### config.mk
export PLATFORM = sky130hd
export DESIGN_NAME = ram_arbiter_2p_flat
export DESIGN_NICKNAME = d
export VERILOG_FILES = /design/src/rtl/ram_arb_pkg.sv /design/src/rtl/ram_arb_if.sv /design/src/rtl/ram_arb_rd_pipe.sv /design/src/rtl/ram_arbiter_2p.sv /design/src/flat_wrapper.sv
export SDC_FILE = /design/constraint.sdc
export NUM_CORES = 1
export LEC_CHECK = 0
export BUFFER_PORTS_ARGS = -buffer_cell sky130_fd_sc_hd__buf_2
export CAP_MARGIN = 20
export CORE_MARGIN = 8
export CORE_UTILIZATION = 40
export CTS_CLUSTER_DIAMETER = 50
export DETAILED_ROUTE_END_ITERATION = 10
export GPL_TIMING_DRIVEN = 0
export PLACE_DENSITY = 0.78
export SYNTH_ARGS = -nofsm -noshare
export SYNTH_HDL_FRONTEND = slang
export SYNTH_HIERARCHICAL = 1
export SYNTH_SLANG_ARGS = --single-unit
### constraint.sdc
create_clock -name clock -period 3.2 [get_ports clock]
set_clock_uncertainty 0.2 [all_clocks]
set_input_delay 0.64 -clock clock [delete_from_list [all_inputs] [get_ports clock]]
set_output_delay 0.64 -clock clock [all_outputs]
set_load 0.1 [all_outputs]
### src/rtl/ram_arb_pkg.sv
// ram_arb_pkg: shared types for ram_arbiter_2p.
//   owner_t : which client a RAM access belongs to
//   state_t : arbiter FSM state (post-reset clear sweep, normal run)
//   tag_t   : return-pipe tag {valid, owner, is_read} following each granted access
package ram_arb_pkg;
   typedef enum logic {OWN_VID, OWN_CPU} owner_t;
   typedef enum logic {ST_CLEAR, ST_RUN} state_t;
   typedef struct packed {
      logic   valid;
      owner_t owner;
      logic   is_read;
   } tag_t;
endpackage

### src/rtl/ram_arb_if.sv
// ram_arb_if: client and RAM-side signals of the two-port RAM arbiter.
//   slave  : arbiter view (takes requests and ram_q, drives acks, read data, ram_*)
//   master : environment view (video/CPU clients and the RAM)
interface ram_arb_if #(
   parameter int ADDR_W = 11,
   parameter int DATA_W = 8
);
   logic              busy;
   logic              vid_req;
   logic [ADDR_W-1:0] vid_addr;
   logic              vid_ack;
   logic              vid_rvalid;
   logic [DATA_W-1:0] vid_rdata;
   logic              cpu_req;
   logic              cpu_we;
   logic [ADDR_W-1:0] cpu_addr;
   logic [DATA_W-1:0] cpu_wdata;
   logic              cpu_ack;
   logic              cpu_rvalid;
   logic [DATA_W-1:0] cpu_rdata;
   logic              ram_clken;
   logic              ram_wren;
   logic [ADDR_W-1:0] ram_address;
   logic [DATA_W-1:0] ram_data;
   logic [DATA_W-1:0] ram_q;

   modport slave (
      output busy,
      input  vid_req, vid_addr,
      output vid_ack, vid_rvalid, vid_rdata,
      input  cpu_req, cpu_we, cpu_addr, cpu_wdata,
      output cpu_ack, cpu_rvalid, cpu_rdata,
      output ram_clken, ram_wren, ram_address, ram_data,
      input  ram_q
   );

   modport master (
      input  busy,
      output vid_req, vid_addr,
      input  vid_ack, vid_rvalid, vid_rdata,
      output cpu_req, cpu_we, cpu_addr, cpu_wdata,
      input  cpu_ack, cpu_rvalid, cpu_rdata,
      input  ram_clken, ram_wren, ram_address, ram_data,
      output ram_q
   );
endinterface

### src/rtl/ram_arb_rd_pipe.sv
// ram_arb_rd_pipe: return path of the arbiter. Delays the grant tag two edges to line up
// with the RAM's registered q, then captures q into the owning client's rdata and pulses
// its rvalid.
//   clock, reset_n        : clock, asynchronous active-low reset
//   tag_in                : tag of the access granted this cycle
//   ram_q                 : RAM read data
//   vid_rvalid/vid_rdata  : video read return
//   cpu_rvalid/cpu_rdata  : CPU read return
module ram_arb_rd_pipe
   import ram_arb_pkg::*;
#(
   parameter int DATA_W = 8
) (
   input  logic              clock,
   input  logic              reset_n,
   input  tag_t              tag_in,
   input  logic [DATA_W-1:0] ram_q,
   output logic              vid_rvalid,
   output logic [DATA_W-1:0] vid_rdata,
   output logic              cpu_rvalid,
   output logic [DATA_W-1:0] cpu_rdata
);
   tag_t s1, s2;
   logic hit_vid, hit_cpu;

   // s2 describes the access the RAM performed at the previous edge, so ram_q belongs to it now
   always_comb begin
      hit_vid = s2.valid && s2.is_read && s2.owner == OWN_VID;
      hit_cpu = s2.valid && s2.is_read && s2.owner == OWN_CPU;
   end

   always_ff @(posedge clock or negedge reset_n)
      if (!reset_n) begin
         s1         <= '0;
         s2         <= '0;
         vid_rvalid <= 1'b0;
         cpu_rvalid <= 1'b0;
         vid_rdata  <= '0;
         cpu_rdata  <= '0;
      end else begin
         s1         <= tag_in;
         s2         <= s1;
         vid_rvalid <= hit_vid;
         cpu_rvalid <= hit_cpu;
         vid_rdata  <= hit_vid ? ram_q : vid_rdata;
         cpu_rdata  <= hit_cpu ? ram_q : cpu_rdata;
      end
endmodule

### src/rtl/ram_arbiter_2p.sv
// ram_arbiter_2p: shares one single-port 1-cycle-latency RAM between a priority video read
// port and a CPU read/write port. After reset it writes CLEAR_VAL to every address before
// granting any request.
//   clock, reset_n : clock, asynchronous active-low reset
//   bus (slave)    : busy, video port, CPU port and RAM-side signals
module ram_arbiter_2p
   import ram_arb_pkg::*;
#(
   parameter int                ADDR_W    = 11,
   parameter int                DATA_W    = 8,
   parameter int                MAX_WAIT  = 4,
   parameter logic [DATA_W-1:0] CLEAR_VAL = '0
) (
   input logic      clock,
   input logic      reset_n,
   ram_arb_if.slave bus
);
   localparam logic [3:0] WAIT_MAX = 4'(MAX_WAIT);

   state_t            state, state_nx;
   logic [ADDR_W-1:0] clear_addr;
   logic [3:0]        wait_cnt, wait_nx;
   logic              clearing, vid_eff, cpu_eff, cpu_win, vid_win;
   tag_t              tag;

   // A client whose ack is showing is still holding the request it just got; masking it
   // stops the same request from being granted twice.
   always_comb begin
      clearing = state == ST_CLEAR;
      vid_eff  = bus.vid_req && !bus.vid_ack;
      cpu_eff  = bus.cpu_req && !bus.cpu_ack;
      cpu_win  = !clearing && cpu_eff && (!vid_eff || wait_cnt == WAIT_MAX);
      vid_win  = !clearing && vid_eff && !cpu_win;
      state_nx = clearing && &clear_addr ? ST_RUN : state;
      wait_nx  = clearing || !bus.cpu_req || cpu_win ? 4'd0 :
                 cpu_eff && wait_cnt != WAIT_MAX ? wait_cnt + 4'd1 : wait_cnt;
      tag.valid   = cpu_win || vid_win;
      tag.owner   = cpu_win ? OWN_CPU : OWN_VID;
      tag.is_read = vid_win || (cpu_win && !bus.cpu_we);
   end

   always_ff @(posedge clock or negedge reset_n)
      if (!reset_n) state <= ST_CLEAR;
      else state <= state_nx;

   // busy follows the state one edge late so it stays high until the RAM has done the last write
   always_ff @(posedge clock or negedge reset_n)
      if (!reset_n) begin
         clear_addr      <= '0;
         wait_cnt        <= '0;
         bus.busy        <= 1'b0;
         bus.vid_ack     <= 1'b0;
         bus.cpu_ack     <= 1'b0;
         bus.ram_clken   <= 1'b0;
         bus.ram_wren    <= 1'b0;
         bus.ram_address <= '0;
         bus.ram_data    <= '0;
      end else begin
         clear_addr      <= clearing ? clear_addr + ADDR_W'(1) : clear_addr;
         wait_cnt        <= wait_nx;
         bus.busy        <= clearing;
         bus.vid_ack     <= vid_win;
         bus.cpu_ack     <= cpu_win;
         bus.ram_clken   <= clearing || cpu_win || vid_win;
         bus.ram_wren    <= clearing || (cpu_win && bus.cpu_we);
         bus.ram_address <= clearing ? clear_addr : cpu_win ? bus.cpu_addr : bus.vid_addr;
         bus.ram_data    <= clearing ? CLEAR_VAL : bus.cpu_wdata;
      end

   ram_arb_rd_pipe #(.DATA_W(DATA_W)) u_rd_pipe (
      .clock      (clock),
      .reset_n    (reset_n),
      .tag_in     (tag),
      .ram_q      (bus.ram_q),
      .vid_rvalid (bus.vid_rvalid),
      .vid_rdata  (bus.vid_rdata),
      .cpu_rvalid (bus.cpu_rvalid),
      .cpu_rdata  (bus.cpu_rdata)
   );
endmodule

### src/flat_wrapper.sv
// flat-port wrapper written by rule: the top's interface ports become plain ports
module ram_arbiter_2p_flat import ram_arb_pkg::*;
#(
   parameter int                ADDR_W    = 11,
   parameter int                DATA_W    = 8,
   parameter int                MAX_WAIT  = 4,
   parameter logic [DATA_W-1:0] CLEAR_VAL = '0
)
  (clock, reset_n, bus_busy, bus_vid_req, bus_vid_addr, bus_vid_ack, bus_vid_rvalid, bus_vid_rdata, bus_cpu_req, bus_cpu_we, bus_cpu_addr, bus_cpu_wdata, bus_cpu_ack, bus_cpu_rvalid, bus_cpu_rdata, bus_ram_clken, bus_ram_wren, bus_ram_address, bus_ram_data, bus_ram_q);
  ram_arb_if #(.ADDR_W(ADDR_W), .DATA_W(DATA_W)) bus_i ();
  input logic clock;
  input logic reset_n;
  output wire logic [$bits(bus_i.busy)-1:0] bus_busy;
  input wire logic [$bits(bus_i.vid_req)-1:0] bus_vid_req;
  input wire logic [$bits(bus_i.vid_addr)-1:0] bus_vid_addr;
  output wire logic [$bits(bus_i.vid_ack)-1:0] bus_vid_ack;
  output wire logic [$bits(bus_i.vid_rvalid)-1:0] bus_vid_rvalid;
  output wire logic [$bits(bus_i.vid_rdata)-1:0] bus_vid_rdata;
  input wire logic [$bits(bus_i.cpu_req)-1:0] bus_cpu_req;
  input wire logic [$bits(bus_i.cpu_we)-1:0] bus_cpu_we;
  input wire logic [$bits(bus_i.cpu_addr)-1:0] bus_cpu_addr;
  input wire logic [$bits(bus_i.cpu_wdata)-1:0] bus_cpu_wdata;
  output wire logic [$bits(bus_i.cpu_ack)-1:0] bus_cpu_ack;
  output wire logic [$bits(bus_i.cpu_rvalid)-1:0] bus_cpu_rvalid;
  output wire logic [$bits(bus_i.cpu_rdata)-1:0] bus_cpu_rdata;
  output wire logic [$bits(bus_i.ram_clken)-1:0] bus_ram_clken;
  output wire logic [$bits(bus_i.ram_wren)-1:0] bus_ram_wren;
  output wire logic [$bits(bus_i.ram_address)-1:0] bus_ram_address;
  output wire logic [$bits(bus_i.ram_data)-1:0] bus_ram_data;
  input wire logic [$bits(bus_i.ram_q)-1:0] bus_ram_q;
  assign bus_busy = bus_i.busy;
  assign bus_i.vid_req = bus_vid_req;
  assign bus_i.vid_addr = bus_vid_addr;
  assign bus_vid_ack = bus_i.vid_ack;
  assign bus_vid_rvalid = bus_i.vid_rvalid;
  assign bus_vid_rdata = bus_i.vid_rdata;
  assign bus_i.cpu_req = bus_cpu_req;
  assign bus_i.cpu_we = bus_cpu_we;
  assign bus_i.cpu_addr = bus_cpu_addr;
  assign bus_i.cpu_wdata = bus_cpu_wdata;
  assign bus_cpu_ack = bus_i.cpu_ack;
  assign bus_cpu_rvalid = bus_i.cpu_rvalid;
  assign bus_cpu_rdata = bus_i.cpu_rdata;
  assign bus_ram_clken = bus_i.ram_clken;
  assign bus_ram_wren = bus_i.ram_wren;
  assign bus_ram_address = bus_i.ram_address;
  assign bus_ram_data = bus_i.ram_data;
  assign bus_i.ram_q = bus_ram_q;
  ram_arbiter_2p #(.ADDR_W(ADDR_W), .DATA_W(DATA_W), .MAX_WAIT(MAX_WAIT), .CLEAR_VAL(CLEAR_VAL)) u_core (.clock(clock), .reset_n(reset_n), .bus(bus_i));
endmodule
==> results.json, run 1 <==
{
  "areaGrowthSynthToFinish_pct": 28.9,
  "rsz0062_at_grt": "no",
  "fp.dieH_um": 95.7,
  "critPathBufInv": 1,
  "power.leakage_nw": 1.77,
  "synth-async-reset-ratio_pct": 100,
  "status": "finished, final reports clean",
  "grt_pass1_wl_um": 9180,
  "postLayoutCellArea_um2": 3280,
  "fin_crit_sh_pct": 65.1,
  "path_delay_family": "buffers and inverters",
  "relSlewSlack_pct": 54.5,
  "yosysTopAreaCell": "dfrtp_1",
  "stdcell_count": 362,
  "hold_ws_ps": 135,
  "reg2reg_slack_ps": 1250,
  "synth_top_area_share_pct": 63.0,
  "max_freq_ghz": 0.480,
  "wl_met1_um": 2350,
  "hold_class": "in2async",
  "finalSetupTns_ps": 0,
  "synth-main-ff-cell": "dfrtp_1",
  "synth_area_leaders": "dfrtp_1, mux2_2, a221o_1, nor2b_1, xor2_1",
  "io_buffer_count": 84,
  "slowest_stage": "buf_2",
  "wl_um": 5820,
  "firstDrtPassIters": 5,
  "overflow": 0,
  "drc": 0,
  "layout.nets": 326,
  "drt_iter0_drc": 130,
  "clock_latency_ps": 340,
  "cts-root-buf": "clkbuf_8",
  "ant_nets": 0,
  "cap_violations": 0,
  "clk_pin_slew_ps": 70,
  "grt_max_degree": 37,
  "start_kind": "flop",
  "syn_inst": 184,
  "syn_area_per_cell_um2": 13.8,
  "hold_viol": 0,
  "wl_per_cell_um": 16.1,
  "power.total_mw": 1.66,
  "power_density_nw_per_um2": 507,
  "yosys_warnings": 6,
  "drive_above_1_share_pct": 45.3,
  "die_area_um2": 9160,
  "syn_area_um2": 2540,
  "path_class": "reg2out",
  "die_width_um": 95.7,
  "pin_count": 85,
  "final_core_util_pct": 52.5,
  "via_count": 1792,
  "dpl_cell_area_um2": 3080,
  "dpl.hpwl_um": 4330,
  "required_ps": 2360,
  "synth_edf_count": 0,
  "final_cell_mix": "buf_2, dfrtp_1, mux2_2",
  "finalSetupViolations": 0,
  "cts_tree": "built",
  "final_common_cell": "buf_2",
  "max-vdd-ir-drop_uv": 277,
  "start_util_pct": 40.7,
  "worst_pin_slew_ps": 682,
  "slew_viol_final": 0,
  "endpoint_kind": "primary output",
  "crit_chain": "buf_2",
  "setup_ws_ps": 1120,
  "yosysUniqueCellTypes": 35,
  "ys_ff_latch": 64,
  "cts_resized": 0,
  "synth_nets": 230,
  "wl_met3_um": 640,
  "post_cts_buffers": 0,
  "arrival_ps": 1240,
  "diodes": 0,
  "core_um2": 6240,
  "antenna_found_initial": 0,
  "period_minus_slack_ps": 2080,
  "yosysSeqAreaShare_pct": 63.0,
  "finalWeightedCongestion": 0.818,
  "pre_cts_ws_ps": 1200,
  "reg2regPathDepth": 6,
  "critPathMaxStageDelay_ps": 460,
  "vias_per_cell": 4.95,
  "numCtsBuffers": 9,
  "cts_hold_buffers": 0,
  "clock-sinks": 64,
  "r2r_end": "u_core/bus.ram_address[5]$_DFF_PN0_",
  "path_max_fanout": 6,
  "dp.cells": 346,
  "num_rows": 29,
  "nFillCells": 527,
  "clock_path_buffers": 2,
  "routed.top_layer": "met4",
  "cts_max_level": 3,
  "grt.total_usage_pct": 13.3,
  "grt_pass1_vias": 1845,
  "wl_met2_um": 2740,
  "worstReg2RegStart": "u_core/wait_cnt[0]$_DFFE_PN0P_"
}
==> how the worst max path moves through the flow <==
stage / cells past startpoint / slack, ps / from / to
after global placement: 1 / 1130 / reset_n / u_core/clear_addr[7]$_DFFE_PN0N_
after global routing: 1 / 1060 / u_core/bus.cpu_ack$_DFF_PN0_ / bus_cpu_ack
final: 1 / 1120 / u_core/bus.cpu_ack$_DFF_PN0_ / bus_cpu_ack
after floorplan: 4 / 1140 / u_core/bus.cpu_ack$_DFF_PN0_ / u_core/bus.ram_address[2]$_DFF_PN0_
after detailed placement: 5 / 1200 / bus_vid_req / u_core/bus.ram_address[5]$_DFF_PN0_
after CTS: 1 / 1100 / u_core/bus.cpu_ack$_DFF_PN0_ / bus_cpu_ack
==> power by group <==
| group | total [mW] | internal [mW] | switching, mW |
|---|---|---|---|
| Combinational | 0.152 | 0.0370 | 0.115 |
| Clock | 0.686 | 0.380 | 0.306 |
| Sequential | 0.823 | 0.819 | 0.00409 |
==> cells in the mapped netlist, types with 2 or more instances <==
cell type,n
a211oi_1,2
mux2_2,17
nand4_1,2
xnor2_1,4
a211oi_2,2
nor2_1,8
buf_2,3
nor3_1,2
a21oi_1,2
nor2b_1,12
nand3_1,5
a221o_1,11
o21ai_0,3
nand2_1,6
nand3b_1,2
ha_1,3
and2_1,8
a21o_1,2
inv_1,6
xor2_1,6
dfrtp_1,64
==> area by class of cell <==
cell class | count | area [um2] | share of cell area [%]
Buffer | 5 | 30.0 | 0.917
Clock buffer | 11 | 141 | 4.32
Clock inverter | 5 | 56.3 | 1.72
Inverter | 6 | 22.5 | 0.688
Multi-Input combinational cell | 109 | 887 | 27.1
Sequential cell | 64 | 1600 | 48.9
Tap cell | 77 | 96.3 | 2.94
Timing Repair Buffer | 85 | 440 | 13.4
==> cell families (layout without fill, tap and decap cells) <==
group,Yosys count,after routing,synth area share [%]
buffers and inverters,11,112,2.07
adder cells (fa/ha/maj),3,3,1.48
AO/OA/AOI/OAI,25,25,8.52
AND/OR/NAND/NOR,54,54,13.9
XOR/XNOR,10,10,3.45
multiplexers,17,17,7.53
flip-flops,64,64,63.0
==> flip-flops by register name, indices dropped and copies added, names as in the netlist, 3 cells and up <==
name and count:
u_core/clear_addr 11, u_core/bus.ram_address 11, u_core/bus.ram_data 8, u_core/u_rd_pipe/s1 3
u_core/u_rd_pipe/s2 3, u_core/u_rd_pipe/cpu_rdata 8, u_core/wait_cnt 4, u_core/u_rd_pipe/vid_rdata 8
==> metal layers <==
metal	vias to the layer above	global-route usage, %
met2	76	19.9
met4	0	6.91
met1	865	15.9
met5	-	0
met3	10	5.77
li1	841	-
Power figures use the tool's default switching activity.
==> run 2, diff against run 1 <==
- ABC_AREA: default -> 1
- PLACE_DENSITY: 0.78 -> 0.77
- clock period: 3.2 -> 2 ns (I/O delays scaled with it)
==> run 2 against run 1 <==
Combinational power shrank 35%; count of clock-buffer cells in the layout shrank 1; via count grew 27%; cell count grew 37%; sequential cell count is the same; first-iteration DRC count shrank 16%; power grew 37%; sequential power grew 57%; design area grew 8.6%; worst hold slack lost 72 ps; sequential share of layout area shrank 3.9 points.
==> results.json, run 2 <==
{
  "clk_pin_slew_ps": 60,
  "diodes": 0,
  "firstDrtPassIters": 5,
  "cap_violations": 0,
  "synth_top_area_share_pct": 56.5,
  "synth_edf_count": 0,
  "worst_pin_slew_ps": 628,
  "cts-root-buf": "clkbuf_8",
  "setup_ws_ps": 135,
  "yosysUniqueCellTypes": 26,
  "power.leakage_nw": 1.98,
  "max_freq_ghz": 0.536,
  "via_count": 2267,
  "yosys_warnings": 6,
  "hold_ws_ps": 63.1,
  "whs_path_depth": 3,
  "wl_per_cell_um": 12.9,
  "power_density_nw_per_um2": 639,
  "nFillCells": 660,
  "wl_um": 6390,
  "status": "finished, final reports clean",
  "r2r_end": "u_core/bus.ram_address[4]$_DFF_PN0_",
  "syn_area_per_cell_um2": 9.44,
  "grt_pass1_vias": 2441,
  "reg2regPathDepth": 9,
  "p_int_mw": 1.77,
  "pin_count": 85,
  "finalSetupViolations": 0,
  "worstHoldStart": "bus_cpu_wdata[1]",
  "grt_max_degree": 39,
  "hold_class": "in2reg",
  "final_common_cell": "nand2_1",
  "pre_cts_ws_ps": 293,
  "max-vdd-ir-drop_uv": 250,
  "synth_area_leaders": "dfrtp_1, nand2_1, inv_1, nand4_1, nand3_1",
  "slowest_stage": "buf_2",
  "synth-main-ff-cell": "dfrtp_1",
  "drc": 0,
  "multi_input_area_um2": 953,
  "die_area_um2": 10000,
  "drive_above_1_share_pct": 29.9,
  "finalWeightedCongestion": 0.840,
  "dpl.hpwl_um": 4890,
  "p_comb_share_pct": 4.3,
  "p_switching_uw": 501,
  "grt.total_usage_pct": 13.8,
  "min_to": "u_core/bus.ram_data[1]$_DFF_PN0_",
  "finalSetupTns_ps": 0,
  "rsz0062_at_grt": "no",
  "clock-sinks": 64,
  "hold_viol": 0,
  "layout.nets": 443,
  "critPathBufInv": 1,
  "cts_max_level": 3,
  "power.total_mw": 2.27,
  "critPathMaxStageDelay_ps": 480,
  "syn_inst": 300,
  "areaGrowthSynthToFinish_pct": 25.5,
  "pwr-share-seq_pct": 57.0,
  "core_um2": 6830,
  "endpoint_kind": "primary output",
  "grt_pass1_wl_um": 10900,
  "synth-async-reset-ratio_pct": 100,
  "arrival_ps": 1260,
  "slew_viol_final": 0,
  "fp.dieH_um": 100,
  "worstReg2RegStart": "u_core/wait_cnt[0]$_DFFE_PN0P_",
  "post_cts_buffers": 0,
  "fin_crit_sh_pct": 93.2,
  "layout.area.seq_um2": 1600,
  "antenna_found_initial": 0,
  "required_ps": 1400,
  "syn_area_um2": 2830,
  "num_rows": 30,
  "overflow": 0,
  "cts_tree": "built",
  "start_util_pct": 41.5,
  "drt_iter0_drc": 109,
  "p_sw_share_pct": 22.0,
  "p_clk_share_pct": 38.7,
  "crit_chain": "buf_2",
  "largestRegisters": "u_core/bus.ram_address: 11 flops, u_core/clear_addr: 11 flops",
  "die_width_um": 100,
  "vias_per_cell": 4.56,
  "synth_nets": 346,
  "reg2reg_slack_ps": 290,
  "clock_path_buffers": 2,
  "synth_most_common_cell": "nand2_1",
  "ant_nets": 0,
  "io_buffer_count": 84,
  "yosysSeqAreaShare_pct": 56.5,
  "ys_ff_latch": 64,
  "yosysTopAreaCell": "dfrtp_1",
  "path_class": "reg2out",
  "clock_latency_ps": 320,
  "final_cell_mix": "nand2_1, buf_2, dfrtp_1",
  "synth_common_cells": "nand2_1, dfrtp_1, inv_1, nand3_1, nand4_1",
  "numCtsBuffers": 9,
  "period_minus_slack_ps": 1860,
  "start_kind": "flop",
  "path_max_fanout": 3,
  "path_delay_family": "buffers and inverters",
  "relSlewSlack_pct": 58.2
}
run 2: logic make-up (layout without fill, tap and decap cells):
group	after synthesis	count (layout)	share of synthesized area [%]
simple gates	167	167	28.3
flops	64	64	56.5
buf+inv	51	152	9.81
xor+xnor	10	10	3.09
compound gates	5	5	0.972
fa+ha+maj	3	3	1.33
run 2: worst max-delay path by stage:
stage                                        start                                  end  slack, ps  cells after the start
floorplan             u_core/bus.vid_ack$_DFF_PN0_     u_core/u_rd_pipe/s1[0]$_DFF_PN0_        110                      5
global placement                           reset_n  u_core/bus.ram_address[8]$_DFF_PN0_        150                      1
detailed placement  u_core/wait_cnt[0]$_DFFE_PN0P_  u_core/bus.ram_address[4]$_DFF_PN0_        290                      9
CTS                   u_core/bus.cpu_ack$_DFF_PN0_                          bus_cpu_ack        100                      1
global route          u_core/bus.cpu_ack$_DFF_PN0_                          bus_cpu_ack         80                      1
finish                u_core/bus.cpu_ack$_DFF_PN0_                          bus_cpu_ack        140                      1
run 2: layout make-up:
class / instances / share of cell area (%)
Buffer: 13 / 3.59
Clock buffer: 10 / 3.59
Clock inverter: 5 / 0.704
Inverter: 38 / 4.22
Multi-Input combinational cell: 185 / 26.8
Sequential cell: 64 / 45.0
Tap cell: 96 / 3.38
Timing Repair Buffer: 86 / 12.7
run 2: what timing repair did:
action / in CTS / in global routing
resized for setup: 0 / 0
hold buffers: 1 / 0
hold endpoints to repair: 26 / 0
run 2: power by group through the flow:
| stage | clock [mW] | combinational, mW | sequential (mW) |
|---|---|---|---|
| after floorplan | 0 | 0.0221 | 1.32 |
| after detailed placement | 0 | 0.0988 | 1.32 |
| after global placement | 0 | 0.0913 | 1.32 |
| after global routing | 0.964 | 0.114 | 1.29 |
| final | 0.878 | 0.0985 | 1.29 |
| after CTS | 0.917 | 0.101 | 1.29 |
run 2: metrics by stage:
step | cell area [um2] | util [%] | instances
after floorplan | 2830 | - | 300
after global placement | 3370 | 49.4 | 480
after detailed placement | 3390 | 49.7 | 481
after CTS | 3560 | 52.1 | 497
after global routing | 3560 | 52.1 | 497
final | 3560 | 52.1 | 497
run 2: routing by layer:
metal  wire length (um)  global-route usage [%]
met5                  0                       0
met4                 68                    7.09
met3                511                    4.36
met2               3200                    23.7
met1               2610                    14.8
==> run 3, diff against run 2 <==
- SETUP_SLACK_MARGIN: default -> 0.3
==> run 3 against run 2 <==
Design area up 4.3%; highest routed layer unchanged; power up 3.4%; register-to-register slack better by 100 ps; combinational power up 0.9%; die area unchanged; largest power group unchanged; critical path depth unchanged; sequential power about the same.
==> results.json, run 3 (synthesis gave the netlist of run 2 again) <==
{
  "cp.depth": 1,
  "start_kind": "flop",
  "ant_nets": 0,
  "hold_ws_ps": 56.0,
  "worst_pin_slew_ps": 552,
  "max-vdd-ir-drop_uv": 285,
  "multi_input_area_um2": 958,
  "endpoint_kind": "primary output",
  "worstReg2RegStart": "u_core/wait_cnt[1]$_DFFE_PN0P_",
  "num_rows": 30,
  "die_width_um": 100,
  "clock_latency_ps": 330,
  "final_cell_mix": "nand2_1, dfrtp_1, buf_2",
  "critPathMaxStageDelay_ps": 420,
  "layout.area.seq_um2": 1600,
  "grt_pass1_wl_um": 10700,
  "start_util_pct": 41.5,
  "largestRegisters": "u_core/bus.ram_address: 11 flops, u_core/clear_addr: 11 flops",
  "finalWeightedCongestion": 0.891,
  "cts-root-buf": "clkbuf_8",
  "nFillCells": 646,
  "grt.total_usage_pct": 13.4,
  "numCtsBuffers": 9,
  "r2r_end": "u_core/bus.ram_address[4]$_DFF_PN0_",
  "required_ps": 1400,
  "endpoint": "bus_ram_address[1]",
  "finalSetupViolations": 0,
  "wl_um": 6360,
  "clock_path_buffers": 2,
  "firstDrtPassIters": 4,
  "power_density_nw_per_um2": 633,
  "drt_iter0_drc": 65,
  "finalSetupTns_ps": 0,
  "io_buffer_count": 84,
  "period_minus_slack_ps": 1670,
  "antenna_found_initial": 0,
  "wl_per_cell_um": 12.7,
  "fin_crit_sh_pct": 83.3,
  "diodes": 0,
  "critPathBufInv": 1,
  "layout.nets": 446,
  "clock-sinks": 64,
  "core_um2": 6830,
  "cts_max_level": 3,
  "whs_path_depth": 3,
  "pin_count": 85,
  "vias_per_cell": 4.54,
  "hold_class": "in2reg",
  "drc": 0,
  "final_common_cell": "nand2_1",
  "path_class": "reg2out",
  "reg2reg_slack_ps": 390,
  "clk_pin_slew_ps": 70,
  "grt_max_degree": 42,
  "max_freq_ghz": 0.601,
  "path_max_fanout": 1,
  "drive_above_1_share_pct": 31.4,
  "via_count": 2270,
  "grt_pass1_vias": 2311,
  "power.leakage_nw": 2.03,
  "overflow": 0,
  "status": "finished, final reports clean",
  "die_area_um2": 10000,
  "rsz0062_at_grt": "yes",
  "fp.dieH_um": 100,
  "slowest_stage": "buf_2",
  "slew_viol_final": 0,
  "crit_chain": "buf_2",
  "crit_start": "u_core/bus.ram_address[1]$_DFF_PN0_",
  "relSlewSlack_pct": 63.2,
  "areaGrowthSynthToFinish_pct": 31.0,
  "hold_viol": 0,
  "arrival_ps": 1070,
  "cts_tree": "built",
  "cap_violations": 0,
  "reg2regPathDepth": 9,
  "path_delay_family": "buffers and inverters",
  "dpl.hpwl_um": 4870
}
==> run 3: changes by cell type in the layout (fill, tap and decap cells not counted), moves of 2 or more <==
cell	previous run	this run
buf_4	3	27
dfrtp_2	0	2
buf_6	5	7
dfrtp_1	64	62
buf_2	86	47
clkbuf_8	9	11
clkbuf_4	0	16
==> run 3: worst min path at each step <==
stage | start | endpoint | slack (ps)
after CTS | bus_cpu_wdata[0] | u_core/bus.ram_data[0]$_DFF_PN0_ | 40
after global routing | bus_cpu_wdata[0] | u_core/bus.ram_data[0]$_DFF_PN0_ | 50
after floorplan | reset_n | u_core/bus.busy$_DFF_PN0_ | -100
after detailed placement | u_core/u_rd_pipe/s1[0]$_DFF_PN0_ | u_core/u_rd_pipe/s2[0]$_DFF_PN0_ | 140
final | bus_cpu_wdata[0] | u_core/bus.ram_data[0]$_DFF_PN0_ | 60
after global placement | u_core/u_rd_pipe/s1[0]$_DFF_PN0_ | u_core/u_rd_pipe/s2[0]$_DFF_PN0_ | 130
==> run 3: per-stage QoR <==
step | worst slack [ps] | area [um2] | util [%] | instances | total power, mW
5_1_grt | 283 | 3710 | 54.3 | 500 | 2.45
3_5_place_dp | 308 | 3400 | 49.7 | 481 | 1.42
4_1_cts | 297 | 3640 | 53.3 | 498 | 2.38
6_report | 335 | 3710 | 54.3 | 500 | 2.35
2_1_floorplan | 403 | 2840 | - | 300 | 1.34
3_3_place_gp | 44.2 | 3380 | 49.4 | 480 | 1.41
==> run 3: cell type report <==
| cell class | count | area share, % |
|---|---|---|
| tap | 96 | 3.24 |
| multi-input combinational | 185 | 25.8 |
| buffer | 13 | 3.54 |
| sequential | 64 | 43.2 |
| clock buffer | 11 | 4.08 |
| timing repair buffer | 89 | 15.5 |
| inverter | 38 | 4.05 |
| clock inverter | 4 | 0.540 |
==> run 3: timing repair <==
item	CTS	global route
endpoints found under the setup margin	24	25
pin swaps	0	2
hold buffers	1	0
endpoints found under the hold margin	23	0
buffers inserted	1	2
gates resized for setup	23	19
==> run 3: per-layer routing <==
layer	share of wire (%)	GRT usage (%)	routed length, um
met4	1.5	6.63	94
met2	49	22.7	3150
met5	0	0	0
met3	7.6	4.15	480
met1	41	15.0	2640
==> run 3: where the power goes <==
group / internal (mW) / leakage (nW) / switching (mW)
logic: 0.0461 / 1.17 / 0.0533
registers: 1.29 / 0.768 / 0
clock network: 0.501 / 0.0947 / 0.454
